File: src/rtl/inject_scheduler.sv
// -----------------------------------------------------------------------------
// inject_scheduler
//
// Campaign controller for the ICAPE2 frame-write path. A go pulse starts a
// campaign that walks the 7-series frame address (FAR) from FAR_START to
// FAR_END inclusive. Each frame is launched with a one-cycle wr_start, the
// block then waits for wr_done (bounded by TIMEOUT_CYCLES) and idles for
// GAP_CYCLES before the next frame. abort ends a running campaign at once.
//
// Writer handshake: wr_start is a single-cycle pulse issued from ISSUE; the
// writer answers with a single-cycle wr_done. frameaddr is held stable from
// wr_start until the frame ends (wr_done or timeout). wr_done is only
// observed in WAIT and is ignored anywhere else.
//
// Optional build macro INJECT_STEP_MODE_EN: adds the step input. GAP then
// ignores GAP_CYCLES and waits for a step pulse (registered once, so step
// to wr_start takes two cycles). GAP is entered even when GAP_CYCLES = 0.
//
// Ports:
//   clk           system clock
//   rst_n         asynchronous active-low reset
//   go            single-cycle campaign start (accepted only in IDLE)
//   abort         single-cycle abort (ISSUE/WAIT/GAP only)
//   wr_done       single-cycle completion from the frame writer
//   step          (INJECT_STEP_MODE_EN only) advance out of GAP
//   wr_start      single-cycle start to the frame writer
//   frameaddr     FAR presented to the frame writer
//   busy          high from the cycle after go through the FINISH cycle
//   campaign_done single-cycle pulse when a campaign ends
//   timeout_err   sticky per-frame timeout flag, cleared by accepted go
//   frame_cnt     frames completed in the current or last campaign
//   dbg_state     current FSM state encoding, for observation only
// -----------------------------------------------------------------------------
module inject_scheduler #(
   parameter logic [31:0] FAR_START      = 32'h0000_0000,
   parameter logic [31:0] FAR_END        = 32'h0000_0023,
   parameter int          MINOR_MAX      = 36,
   parameter int          GAP_CYCLES     = 16,
   parameter int          TIMEOUT_CYCLES = 4096
) (
   input  logic        clk,
   input  logic        rst_n,
   input  logic        go,
   input  logic        abort,
   input  logic        wr_done,
`ifdef INJECT_STEP_MODE_EN
   input  logic        step,
`endif
   output logic        wr_start,
   output logic [31:0] frameaddr,
   output logic        busy,
   output logic        campaign_done,
   output logic        timeout_err,
   output logic [15:0] frame_cnt,
   output logic [2:0]  dbg_state
);

   // One counter serves both the WAIT timeout and the GAP length, so it is
   // sized for the larger of the two.
   localparam int CNT_MAX = (GAP_CYCLES > TIMEOUT_CYCLES) ? GAP_CYCLES : TIMEOUT_CYCLES;
   localparam int CW      = (CNT_MAX < 1) ? 1 : $clog2(CNT_MAX + 1);

   localparam logic [CW-1:0] TO_LAST    = CW'(TIMEOUT_CYCLES - 1);
   localparam logic [6:0]    MINOR_LAST = 7'(MINOR_MAX - 1);

`ifdef INJECT_STEP_MODE_EN
   localparam bit ENTER_GAP = 1'b1;
`else
   localparam bit ENTER_GAP = (GAP_CYCLES != 0);
   localparam logic [CW-1:0] GAP_LAST = CW'((GAP_CYCLES > 0) ? GAP_CYCLES - 1 : 0);
`endif

   typedef enum logic [2:0] {
      IDLE   = 3'd0,
      ISSUE  = 3'd1,
      WAIT   = 3'd2,
      GAP    = 3'd3,
      FINISH = 3'd4
   } state_e;

   state_e        state_q, state_d;
   logic [31:0]   far_q, far_d;
   logic [CW-1:0] cnt_q, cnt_d;
   logic [15:0]   frame_cnt_q, frame_cnt_d;
   logic          terr_q, terr_d;

`ifdef INJECT_STEP_MODE_EN
   logic          step_q;
`endif

   // Minor field wraps at MINOR_MAX and carries into the 10-bit column;
   // column overflow wraps silently and FAR[31:17] is left untouched.
   function automatic logic [31:0] far_advance(input logic [31:0] far);
      logic [31:0] nxt;
      nxt = far;
      if (far[6:0] == MINOR_LAST) begin
         nxt[6:0]  = 7'd0;
         nxt[16:7] = far[16:7] + 10'd1;
      end else begin
         nxt[6:0]  = far[6:0] + 7'd1;
      end
      return nxt;
   endfunction

   always_comb begin
      state_d     = state_q;
      far_d       = far_q;
      cnt_d       = cnt_q;
      frame_cnt_d = frame_cnt_q;
      terr_d      = terr_q;

      case (state_q)
         IDLE: begin
            if (go) begin
               far_d       = FAR_START;
               frame_cnt_d = 16'd0;
               terr_d      = 1'b0;
               state_d     = ISSUE;
            end
         end

         ISSUE: begin
            cnt_d   = '0;
            state_d = abort ? FINISH : WAIT;
         end

         WAIT: begin
            cnt_d = cnt_q + CW'(1);
            if (abort) begin
               state_d = FINISH;
            end else if (wr_done || (cnt_q == TO_LAST)) begin
               // A done in the timeout cycle wins: the frame counts, no error.
               if (wr_done) begin
                  if (frame_cnt_q != 16'hFFFF) frame_cnt_d = frame_cnt_q + 16'd1;
               end else begin
                  terr_d = 1'b1;
               end
               cnt_d = '0;
               if (far_q == FAR_END) begin
                  state_d = FINISH;
               end else begin
                  far_d   = far_advance(far_q);
                  state_d = ENTER_GAP ? GAP : ISSUE;
               end
            end
         end

         GAP: begin
            if (abort) begin
               state_d = FINISH;
            end else begin
`ifdef INJECT_STEP_MODE_EN
               if (step_q) state_d = ISSUE;
`else
               cnt_d = cnt_q + CW'(1);
               if (cnt_q == GAP_LAST) state_d = ISSUE;
`endif
            end
         end

         FINISH: begin
            state_d = IDLE;
         end

         default: begin
            state_d = IDLE;
         end
      endcase
   end

   always_ff @(posedge clk or negedge rst_n) begin
      if (!rst_n) begin
         state_q     <= IDLE;
         far_q       <= FAR_START;
         cnt_q       <= '0;
         frame_cnt_q <= 16'd0;
         terr_q      <= 1'b0;
      end else begin
         state_q     <= state_d;
         far_q       <= far_d;
         cnt_q       <= cnt_d;
         frame_cnt_q <= frame_cnt_d;
         terr_q      <= terr_d;
      end
   end

`ifdef INJECT_STEP_MODE_EN
   always_ff @(posedge clk or negedge rst_n) begin
      if (!rst_n) step_q <= 1'b0;
      else        step_q <= step;
   end
`endif

   // Pulses are decodes of registered state, so they are glitch-free and an
   // abort arriving in ISSUE cannot suppress that cycle's wr_start.
   assign wr_start      = (state_q == ISSUE);
   assign campaign_done = (state_q == FINISH);
   assign busy          = (state_q != IDLE);
   assign frameaddr     = far_q;
   assign timeout_err   = terr_q;
   assign frame_cnt     = frame_cnt_q;
   assign dbg_state     = state_q;

endmodule

File: config.mk
export PLATFORM = sky130hd
export DESIGN_NAME = inject_scheduler
export DESIGN_NICKNAME = d
export VERILOG_FILES = /design/src/rtl/inject_scheduler.sv
export SDC_FILE = /design/constraint.sdc
export NUM_CORES = 1
export LEC_CHECK = 0
export ABC_CLOCK_PERIOD_IN_PS = 2700
export CAP_MARGIN = 20
export CORE_UTILIZATION = 50
export CTS_CLUSTER_DIAMETER = 60
export DETAILED_ROUTE_END_ITERATION = 7
export PLACE_DENSITY = 0.85
export SYNTH_ARGS = -nofsm -noshare
export SYNTH_HDL_FRONTEND = slang
export SYNTH_SLANG_ARGS = --single-unit
File: constraint.sdc
create_clock -name clk -period 2.7 [get_ports clk]
set_input_delay 0.54 -clock clk [delete_from_list [all_inputs] [get_ports clk]]
set_output_delay 0.54 -clock clk [all_outputs]
set_load 0.005 [all_outputs]
==> metrics.csv <==
metric;value;unit
total die area;6730;sq um
Root Driver;clkbuf_8;
sw frac;37.6;%
P_leak;1.48;nW
first drt pass iteration count;5;
Clock Skew;5.00;ps
TritonCTS Sinks;50;
Yosys warning total;0;
Worst slew margin;53.3;%
Async S/R FF share, synth;100;%
Synth Register Bits;50;
Avg Cell Area, Syn;8.68;sq um
Setup Fix Bufs, Post-CTS;0;
switching power;0.907;mW
post-synth top area share;39.0;%
placed cells;481;
CTS buffer count;5;
Total Routed Length;7.62;mm
CP Max Fanout;6;
Final Setup Violations;0;
CP Class;reg2reg;
vias in the first global route;2736;
Post-DRT Antenna Nets;0;
Post-synth EDFFs;0;
clock tree buffer depth;2;
Yosys top cell by area;dfrtp_1;
initial antenna violation count;0;
# hold bufs at CTS;0;
Iter 0 DRT Violations;158;
overall via count from detail_route;2980;
area growth from synthesis to layout;17.7;%
Period Utilization, post-route;91.3;%
FP Rows;28;
Post-Syn Area;3200;sq um
share of the yosys chip area belonging to registers;39.0;%
status;finished, final reports clean;
Worst Max-Slew Pin Slew;693;ps
Die Y;82.1;um
Layout Nets;422;
Mapped Cells;369;
total gr overflow;0;
internal power;1.51;mW
Clock power frac;21.8;%
Final Hold Vio Count;0;
f_max;406;MHz
layout cells sized above 1;9.42;%
most common cell after layout, fill and taps aside;dfrtp_1;
Max-cap violations;0;
Comb power frac;38.8;%
Seq pwr share;39.4;%
RSZ-0062 raised after global routing;no;
first-pass GRT wire length;12.6;mm
power per cell area;640;nW/um^2
top cells by area, synth;dfrtp_1, a21oi_1, nand3_1;
H-Tree Depth;2;
ant diodes;0;
Req. time, crit path;2920;ps
Initial Util;52.9;%
HPWL after DPL;5.53;mm
max-slew violation count;0;
largest net degree at the start of global routing;51;
final non-filler cell total;489;
Port-buffer cells;44;
Distinct cells, synth;63;
VDD IR-drop max;0.000375;V
core area;6060;sq um
number of vias per cell;6.09;
clock latency on the worst-skew pair;310;ps
crit start category;register;
routed length per placed instance;15.6;um
RD Place Congestion;0.859;
Worst Path Arrival;2680;ps
Hold WC Path Type;in2async;
Die Width;82.1;um
I/O pin count;60;
ys flop type;dfrtp_1;
GRT Util Overall;24.3;%
setup TNS;0;ps
drt drc;0;
Worst Setup End Kind;register;
most frequent cells in the layout;dfrtp_1, clkdlybuf4s50_1, nand2_1;
Fill cells;503;
CTS tree;built;
clock-pin slew on the worst setup and hold paths;90;ps
minimum clock period;2460;ps
timing repair:
item / 4_1_cts / 5_1_grt
resized for setup: 0 / 1
endpoints found under the hold margin: 0 / 0
endpoints found under the setup margin: 0 / 9
worst paths after layout:
| check | startpoint | end | slack (ps) | cells past startpoint |
|---|---|---|---|---|
| max in group asynchronous | rst_n | frame_cnt[7]$_DFFE_PN0P_ | 1940 | 2 |
| worst max-delay path | frameaddr[0]$_DFFE_PN0P_ | frameaddr[2]$_DFFE_PN0P_ | 240 | 6 |
| min in group clk | timeout_err$_DFFE_PN0P_ | timeout_err$_DFFE_PN0P_ | 550 | 2 |
| worst min-delay path | rst_n | frameaddr[0]$_DFFE_PN0P_ | 330 | 2 |
| worst min register to register | timeout_err$_DFFE_PN0P_ | timeout_err$_DFFE_PN0P_ | 550 | 2 |
| worst max register to register | frameaddr[0]$_DFFE_PN0P_ | frameaddr[2]$_DFFE_PN0P_ | 240 | 6 |
through the flow:
stage | hold WS [ps] | utilization [%] | setup slack [ps] | total power [mW] | instance area [sq um]
2_1_floorplan | 244 | - | 473 | 1.54 | 3260
3_3_place_gp | 514 | 60.4 | 131 | 1.86 | 3660
3_5_place_dp | 520 | 60.4 | 61.8 | 1.88 | 3660
4_1_cts | 354 | 62.2 | 21.2 | 2.41 | 3770
5_1_grt | 382 | 62.2 | 89.9 | 2.57 | 3770
6_report | 330 | 62.2 | 235 | 2.41 | 3770
critical path: stages (launching register included):
cell and delay (ps):
dfrtp_1 420, ha_1 210, or4b_2 610, or4_4 490, a21oi_1 400, o21ai_0 160
o31ai_1 80
area by class of cell:
class | instances | area [sq um] | area share (%)
multi-input combinational | 289 | 1750 | 46.4
sequential | 50 | 1250 | 33.2
timing repair buffer | 57 | 533 | 14.1
tap | 75 | 93.8 | 2.49
clock buffer | 7 | 76.3 | 2.02
inverter | 10 | 37.5 | 0.995
clock inverter | 1 | 30.0 | 0.796
per-layer routing:
| layer | up-vias | share of wire [%] | GRT usage (%) |
|---|---|---|---|
| li1 | 1447 | - | - |
| met1 | 1429 | 43 | 31.8 |
| met2 | 98 | 50 | 40.4 |
| met3 | 6 | 6.3 | 4.78 |
| met4 | 0 | 0.83 | 7.54 |
| met5 | - | 0 | 0 |
power groups by stage:
stage                     combinational (mW)  sequential (mW)  clock, mW
after floorplan                        0.635            0.905          0
after global placement                 0.903            0.958          0
after detailed placement               0.922            0.962          0
after CTS                              0.925            0.948      0.535
after global routing                    1.03            0.970      0.571
final                                  0.936            0.951      0.527
synthesized netlist by cell type (all sizes together) (3+ instances only):
cell / count
inv: 10
o211ai: 7
nor3: 7
o31ai: 9
mux2i: 5
nand4: 10
nand2: 30
nand3: 28
nor2: 21
or2: 3
or4b: 3
o311ai: 5
and3: 10
or3: 16
nor4: 8
clkbuf: 14
or4: 9
dfrtp: 50
and4: 3
nand2b: 3
o21ai: 28
a21oi: 30
ha: 4
and2: 4
buf: 20
flip-flops by register name, summed over array words and instances (netlist names):
register     cells
timeout_err      1
cnt_q           13
frame_cnt       16
dbg_state        3
frameaddr       17
cell families after synthesis:
logic type               count (synthesis)  synth area share [%]
XOR/XNOR                                 1                 0.273
buffers and inverters                   44                  8.08
AND/OR/NAND/NOR                        167                  30.1
multiplexers                             5                  1.56
AO/OA/AOI/OAI                           97                  19.3
other                                    1                 0.117
adder cells (fa/ha/maj)                  4                  1.56
flip-flops                              50                  39.0
(Power assumes the default switching activity.)
